File: src/rtl/ex_lsu_axi.sv
// EX-stage load/store unit: one AXI4-Lite single-beat access per memory op.
// Stalls the pipeline until the access completes, then returns extended load data.
module ex_lsu_axi #(
  parameter int AW = 32,
  parameter int DW = 64
) (
  input  logic          clk,
  input  logic          rst,
  input  logic          read_ram_i,
  input  logic          write_ram_i,
  input  logic [31:0]   inst_i,
  input  logic [AW-1:0] addr_i,
  input  logic [DW-1:0] wdata_i,
  input  logic [4:0]    rd_addr_i,
  output logic          hold_req_o,
  output logic          ld_valid_o,
  output logic [DW-1:0] ld_data_o,
  output logic [4:0]    rd_addr_o,
  output logic          err_o,
  output logic [AW-1:0] m_araddr_o,
  output logic          m_arvalid_o,
  input  logic          m_arready_i,
  input  logic [DW-1:0] m_rdata_i,
  input  logic [1:0]    m_rresp_i,
  input  logic          m_rvalid_i,
  output logic          m_rready_o,
  output logic [AW-1:0] m_awaddr_o,
  output logic          m_awvalid_o,
  input  logic          m_awready_i,
  output logic [DW-1:0] m_wdata_o,
  output logic [DW/8-1:0] m_wstrb_o,
  output logic          m_wvalid_o,
  input  logic          m_wready_i,
  input  logic [1:0]    m_bresp_i,
  input  logic          m_bvalid_i,
  output logic          m_bready_o
);

  typedef enum logic [2:0] {
    IDLE, RADDR, RDATA, WREQ, WRESP, DONE
  } state_t;

  state_t        state;
  logic [AW-1:0] addr_q;
  logic [2:0]    f3_q;
  logic [4:0]    rd_q;
  logic [DW-1:0] wdata_q;

  logic [2:0]    f3_i;
  logic          req_mis;
  logic [5:0]    sh;
  logic [DW-1:0] t;
  logic [DW-1:0] ld_ext;
  logic          aw_done;
  logic          w_done;
  logic          unused;

  assign f3_i   = inst_i[14:12];
  assign unused = ^{inst_i[31:15], inst_i[11:0]};
  assign sh     = {addr_q[2:0], 3'b000};

  assign m_araddr_o = {addr_q[AW-1:3], 3'b000};
  assign m_awaddr_o = {addr_q[AW-1:3], 3'b000};
  assign m_wdata_o  = wdata_q << sh;

  assign aw_done = !m_awvalid_o || m_awready_i;
  assign w_done  = !m_wvalid_o || m_wready_i;

  always_comb begin
    req_mis = 1'b0;
    unique case (f3_i[1:0])
      2'd0: req_mis = 1'b0;
      2'd1: req_mis = addr_i[0];
      2'd2: req_mis = |addr_i[1:0];
      default: req_mis = |addr_i[2:0];
    endcase
  end

  always_comb begin
    m_wstrb_o = '0;
    unique case (f3_q[1:0])
      2'd0: m_wstrb_o = 8'h01 << addr_q[2:0];
      2'd1: m_wstrb_o = 8'h03 << addr_q[2:0];
      2'd2: m_wstrb_o = 8'h0F << addr_q[2:0];
      default: m_wstrb_o = 8'hFF;
    endcase
  end

  // Lane extraction uses the latched address, data straight off R.
  always_comb begin
    t      = m_rdata_i >> sh;
    ld_ext = t;
    unique case (f3_q)
      3'd0: ld_ext = {{56{t[7]}}, t[7:0]};
      3'd1: ld_ext = {{48{t[15]}}, t[15:0]};
      3'd2: ld_ext = {{32{t[31]}}, t[31:0]};
      3'd4: ld_ext = {56'd0, t[7:0]};
      3'd5: ld_ext = {48'd0, t[15:0]};
      3'd6: ld_ext = {32'd0, t[31:0]};
      default: ld_ext = t;
    endcase
  end

  always_comb begin
    hold_req_o = 1'b0;
    unique case (state)
      IDLE: hold_req_o = read_ram_i || write_ram_i;
      DONE: hold_req_o = 1'b0;
      default: hold_req_o = 1'b1;
    endcase
  end

  always_ff @(posedge clk) begin
    if (rst) begin
      state       <= IDLE;
      addr_q      <= '0;
      f3_q        <= '0;
      rd_q        <= '0;
      wdata_q     <= '0;
      m_arvalid_o <= 1'b0;
      m_rready_o  <= 1'b0;
      m_awvalid_o <= 1'b0;
      m_wvalid_o  <= 1'b0;
      m_bready_o  <= 1'b0;
      ld_valid_o  <= 1'b0;
      err_o       <= 1'b0;
      ld_data_o   <= '0;
      rd_addr_o   <= '0;
    end else begin
      unique case (state)
        IDLE: begin
          if (read_ram_i || write_ram_i) begin
            addr_q  <= addr_i;
            f3_q    <= f3_i;
            rd_q    <= rd_addr_i;
            wdata_q <= wdata_i;
            if (req_mis) begin
              state <= DONE;
              err_o <= 1'b1;
            end else if (read_ram_i) begin
              state       <= RADDR;
              m_arvalid_o <= 1'b1;
            end else begin
              state       <= WREQ;
              m_awvalid_o <= 1'b1;
              m_wvalid_o  <= 1'b1;
            end
          end
        end
        RADDR: begin
          if (m_arready_i) begin
            m_arvalid_o <= 1'b0;
            m_rready_o  <= 1'b1;
            state       <= RDATA;
          end
        end
        RDATA: begin
          if (m_rvalid_i) begin
            m_rready_o <= 1'b0;
            ld_data_o  <= ld_ext;
            rd_addr_o  <= rd_q;
            ld_valid_o <= (m_rresp_i == 2'b00);
            err_o      <= (m_rresp_i != 2'b00);
            state      <= DONE;
          end
        end
        WREQ: begin
          // AW and W retire independently; leave once both have.
          if (m_awready_i) m_awvalid_o <= 1'b0;
          if (m_wready_i)  m_wvalid_o  <= 1'b0;
          if (aw_done && w_done) begin
            m_bready_o <= 1'b1;
            state      <= WRESP;
          end
        end
        WRESP: begin
          if (m_bvalid_i) begin
            m_bready_o <= 1'b0;
            err_o      <= (m_bresp_i != 2'b00);
            state      <= DONE;
          end
        end
        DONE: begin
          ld_valid_o <= 1'b0;
          err_o      <= 1'b0;
          state      <= IDLE;
        end
        default: state <= IDLE;
      endcase
    end
  end

endmodule

File: config.mk
export PLATFORM = sky130hd
export DESIGN_NAME = ex_lsu_axi
export DESIGN_NICKNAME = d
export VERILOG_FILES = /design/src/rtl/ex_lsu_axi.sv
export SDC_FILE = /design/constraint.sdc
export NUM_CORES = 1
export LEC_CHECK = 0
export ABC_AREA = 1
export CAP_MARGIN = 20
export CORE_AREA = 2 2 163 165
export DETAILED_ROUTE_END_ITERATION = 8
export DIE_AREA = 0 0 165 167
export GPL_ROUTABILITY_DRIVEN = 0
export PLACE_DENSITY_LB_ADDON = 0.05
export SYNTH_ARGS = -nofsm -noshare
export SYNTH_HDL_FRONTEND = slang
export SYNTH_SLANG_ARGS = --single-unit
export TNS_END_PERCENT = 20
File: constraint.sdc
create_clock -name clk -period 2.6 [get_ports clk]
set_clock_uncertainty 0.2 [all_clocks]
set_input_delay 0.52 -clock clk [delete_from_list [all_inputs] [get_ports clk]]
set_output_delay 0.52 -clock clk [all_outputs]
set_load 0.005 [all_outputs]
==> results.md <==
Floorplanning:
- The total I/O pin count is 423.
- The die is 167 um tall.
- For this configuration, the core starts out at a cell density of 42.0%.
- The placement row count is 59.
- The die width is 165 um.
- After floorplanning, the core was sized to cover 25,800 um2.
- The die covers 27,600 um2.

Synthesis:
- After synthesis, the share of flip-flops with an asynchronous set or reset is 0%.
- nand2_1 is the most common cell in the netlist.
- The proportion of synthesized chip area in sequential cells is 33.9%.
- Synthesis inferred 183 register bits.
- The most used flip-flop cell after synthesis is dfxtp_1.
- A synthesized cell averages 6.24 um2.
- The count of cell types in the netlist is 36.
- The fraction of synthesized cell area taken by the top area cell type is 33.9%.
- The cell area that synthesis handed to floorplanning was 10,800 um2.
- The number of instances in the synthesized netlist is 1,734.
- Yosys mapped a number of flops with a built-in enable equal to 0.
- The yosys synthesis warning count is 0.
- The cell type contributing the most total cell area after synthesis is dfxtp_1.
- The commonest cells after synthesis are nand2_1 (484), nor2_1 (214), o21ai_0 (199).
- By area the synthesized netlist is led by dfxtp_1 (34%), nand2_1 (17%), o21ai_0 (9.2%).

Route:
- The pre-antenna-repair detailed-routing pass consisted of 6 iterations.
- Using the TritonRoute via totals, the vias-per-cell ratio works out to 5.26.
- In this run the remaining antenna-violating nets after routing total 0.
- Dividing the detail-routed wire length by the instance count gives 17.9 um.
- After detailed routing, the number of remaining DRC violations is 0.
- After detailed routing, the total wire length is 43,700 um.
- The violation count after the first detailed-routing iteration is 1,218.
- Across all layers, the routed design uses 12.8k vias.

GRT:
- Global routing consumed, on the met3 layer, 7.85% of the routing resources.
- The global-route wire length before repair is 66,000 um.
- The via count of the first global-routing pass is 12.0k.
- Global routing used 30.8% of the available tracks across all layers.
- After global routing the overflow that remains totals 0.
- The initial antenna violation count was 4.
- The peak-usage layer in the global routing report is met2.
- Global routing used 47.2% of the available met2 tracks.
- The met1 track demand over resource in global routing is 41.5%.
- The largest net degree at the start of global routing is 101.

Clock tree:
- The total number of clock tree sinks is 183.
- The number of levels in the clock H-tree is 4.
- The TritonCTS clock tree is built.
- The clock transition at the registers of the reported paths is 80 ps.
- In this run, post-CTS hold repair placed 0 buffers.
- The cell at the root of the clock tree is clkbuf_16.
- Counting along the longest clock path gives a buffer depth of 2.
- The CTS buffer count is 17.
- The clock reaches the later pin of the worst-skew pair after 440 ps.

Cells and area:
- The net count of the finished layout is 2,302.
- The final standard cell utilization of the core is 63.5%.
- The filler cells instantiated in the layout total 2,389.
- Of the cells placed in the final design, the portion with a size suffix greater than 1 is 16.3%.
- Relative to the synthesized area, the layout overhead comes to 51.4%.
- The storage element area is 3670 um2.
- The area occupied by multi-input gates is 6130 um2.

Timing:
- Setup repair after global routing could not meet its margin everywhere.
- Setup slack on the critical path of the routed design comes to -197 ps.
- The final critical-path share of the clock period is 108%.
- The final number of setup-violating endpoints is 43.
- The upper clock frequency limit is 357 MHz.
- The tightest hold path in the finished design has a slack of 229 ps.
- The number of endpoints with negative hold slack in the final report came to 0.
- In this run the tightest slew margin relative to its limit is 46.0%.
- Subtracting the final worst setup slack from the clock period gives 2800 ps.
- The number of pins exceeding their max-slew limit in the final report is 0.
- For the pin with the worst max-slew slack, the measured transition is 809 ps.

Worst setup path:
- The endpoint arrival time on the critical path is 2080 ps.
- STA classifies the critical path endpoint as an output port.
- The kind of critical path is reg -> out.
- In this run the worst path has a maximum fanout of 7.
- The required arrival time at the worst endpoint is 1880 ps.
- The worst setup path is launched from a flip-flop.

Power:
- The leakage power total is 7.21 nW.
- The power per standard cell area is 1210 nW/um2.
- The maximum resistive drop on vdd is 607 uV.

Run:
- Across the run, the number of max-cap violations was 0.

Place:
- The placed wire-length estimate is 31,300 um.
- The count of input and output buffers is 387.

Outcome:
- The final reports fail on negative setup slack.
- The run finished, with violations left.

Min path:
- The min-delay analysis places its worst path in the category in -> reg.
worst max-delay path, stage by stage, from the launching register on:
cell and delay, ps:
dfxtp_4 390, buf_8 150, buf_8 130, nor2_4 130, clkinvlp_4 200, buf_6 180, o22ai_4 140, inv_2 70
a21oi_2 130, buf_2 130
flip-flops by register name (all words and copies together), names as in the netlist, 3 cells and up:
name	count
ld_data_o	64
wdata_q	64
addr_q	32
rd_addr_o	5
rd_q	5
f3_q	3
state	3
what timing repair did:
| item | 4_1_cts | 5_1_grt |
|---|---|---|
| endpoints found under the setup margin | 73 | 111 |
| pin swaps | 35 | 31 |
| endpoints found under the hold margin | 0 | 0 |
| gates cloned | 5 | 0 |
| buffers inserted | 27 | 6 |
| gates resized for setup | 333 | 103 |
worst paths after layout:
| path | slack (ps) | to | cells after the start | from |
|---|---|---|---|---|
| max reg2reg | 120 | ld_data_o[23]$_SDFFE_PP0P_ | 13 | addr_q[0]$_SDFFE_PP0P_ |
| max | -200 | m_wdata_o[49] | 9 | addr_q[0]$_SDFFE_PP0P_ |
| min | 230 | rd_addr_o[0]$_SDFFE_PP0P_ | 4 | rst |
| min reg2reg | 270 | rd_q[0]$_SDFFE_PP0P_ | 2 | rd_q[0]$_SDFFE_PP0P_ |
layout make-up:
class	count	area share, %
clock inverters	15	1.41
repair buffers	510	30.1
flip-flops and latches	183	22.4
multi-input cells	1230	37.5
inverters	144	3.43
diodes	2	0.0306
clock buffers	17	2.60
well taps	335	2.56
logic make-up after synthesis:
logic type / count (synthesis) / share of synthesized area (%)
adders and majority gates: 6 / 0.694
AOI/OAI and AO/OA: 426 / 21.6
and+or+nand+nor: 792 / 29.3
buffers and inverters: 326 / 14.5
other: 1 / 0.0347
DFF: 183 / 33.9
metal layers:
| metal | share of wire, % | vias to the layer above | routed length, um |
|---|---|---|---|
| met5 | 0.025 | - | 11 |
| li1 | - | 6232 | - |
| met4 | 3.5 | 2 | 1550 |
| met2 | 43 | 691 | 18900 |
| met1 | 42 | 5789 | 18400 |
| met3 | 11 | 93 | 4750 |
placed cells by master, fill, tap and decap left out, drive strengths merged:
cell type      count
o22ai              8
buf              158
o21ai            203
nor4               1
clkbuf            32
a21boi             6
clkdlybuf4s50    314
a211oi            16
a31oi              1
nand3b             1
diode              2
ha                 6
nand3             81
o31ai              1
dlymetal6s2s       2
nand2            484
a21o               1
nor3               2
nor2             222
inv              150
clkinv             6
o211ai            35
bufinv             1
o221ai             9
dlygate4sd2       10
a21oi            145
o21bai             1
bufbuf             4
dfxtp            183
and2               1
clkdlybuf4s15      7
clkinvlp           2
conb               6
through the flow:
| stage | std cells | area [um2] | worst slack, ps | TNS [ps] | power, W |
|---|---|---|---|---|---|
| after CTS | 2428 | 16200 | -202 | -4680 | 0.0193 |
| after global placement | 2366 | 14900 | -83.2 | -251 | 0.0155 |
| after global routing | 2435 | 16400 | -263 | -7520 | 0.0211 |
| after floorplan | 1739 | 10800 | 432 | 0 | 0.0101 |
| after detailed placement | 2366 | 14900 | -105 | -393 | 0.0156 |
| final | 2436 | 16400 | -197 | -4360 | 0.0199 |
power breakdown:
part	switching (W)	internal (W)
clock network	0.00143	0.00144
logic	0.00714	0.00564
registers	0.000567	0.00364
No activity file was read; power rests on OpenSTA's default activity.
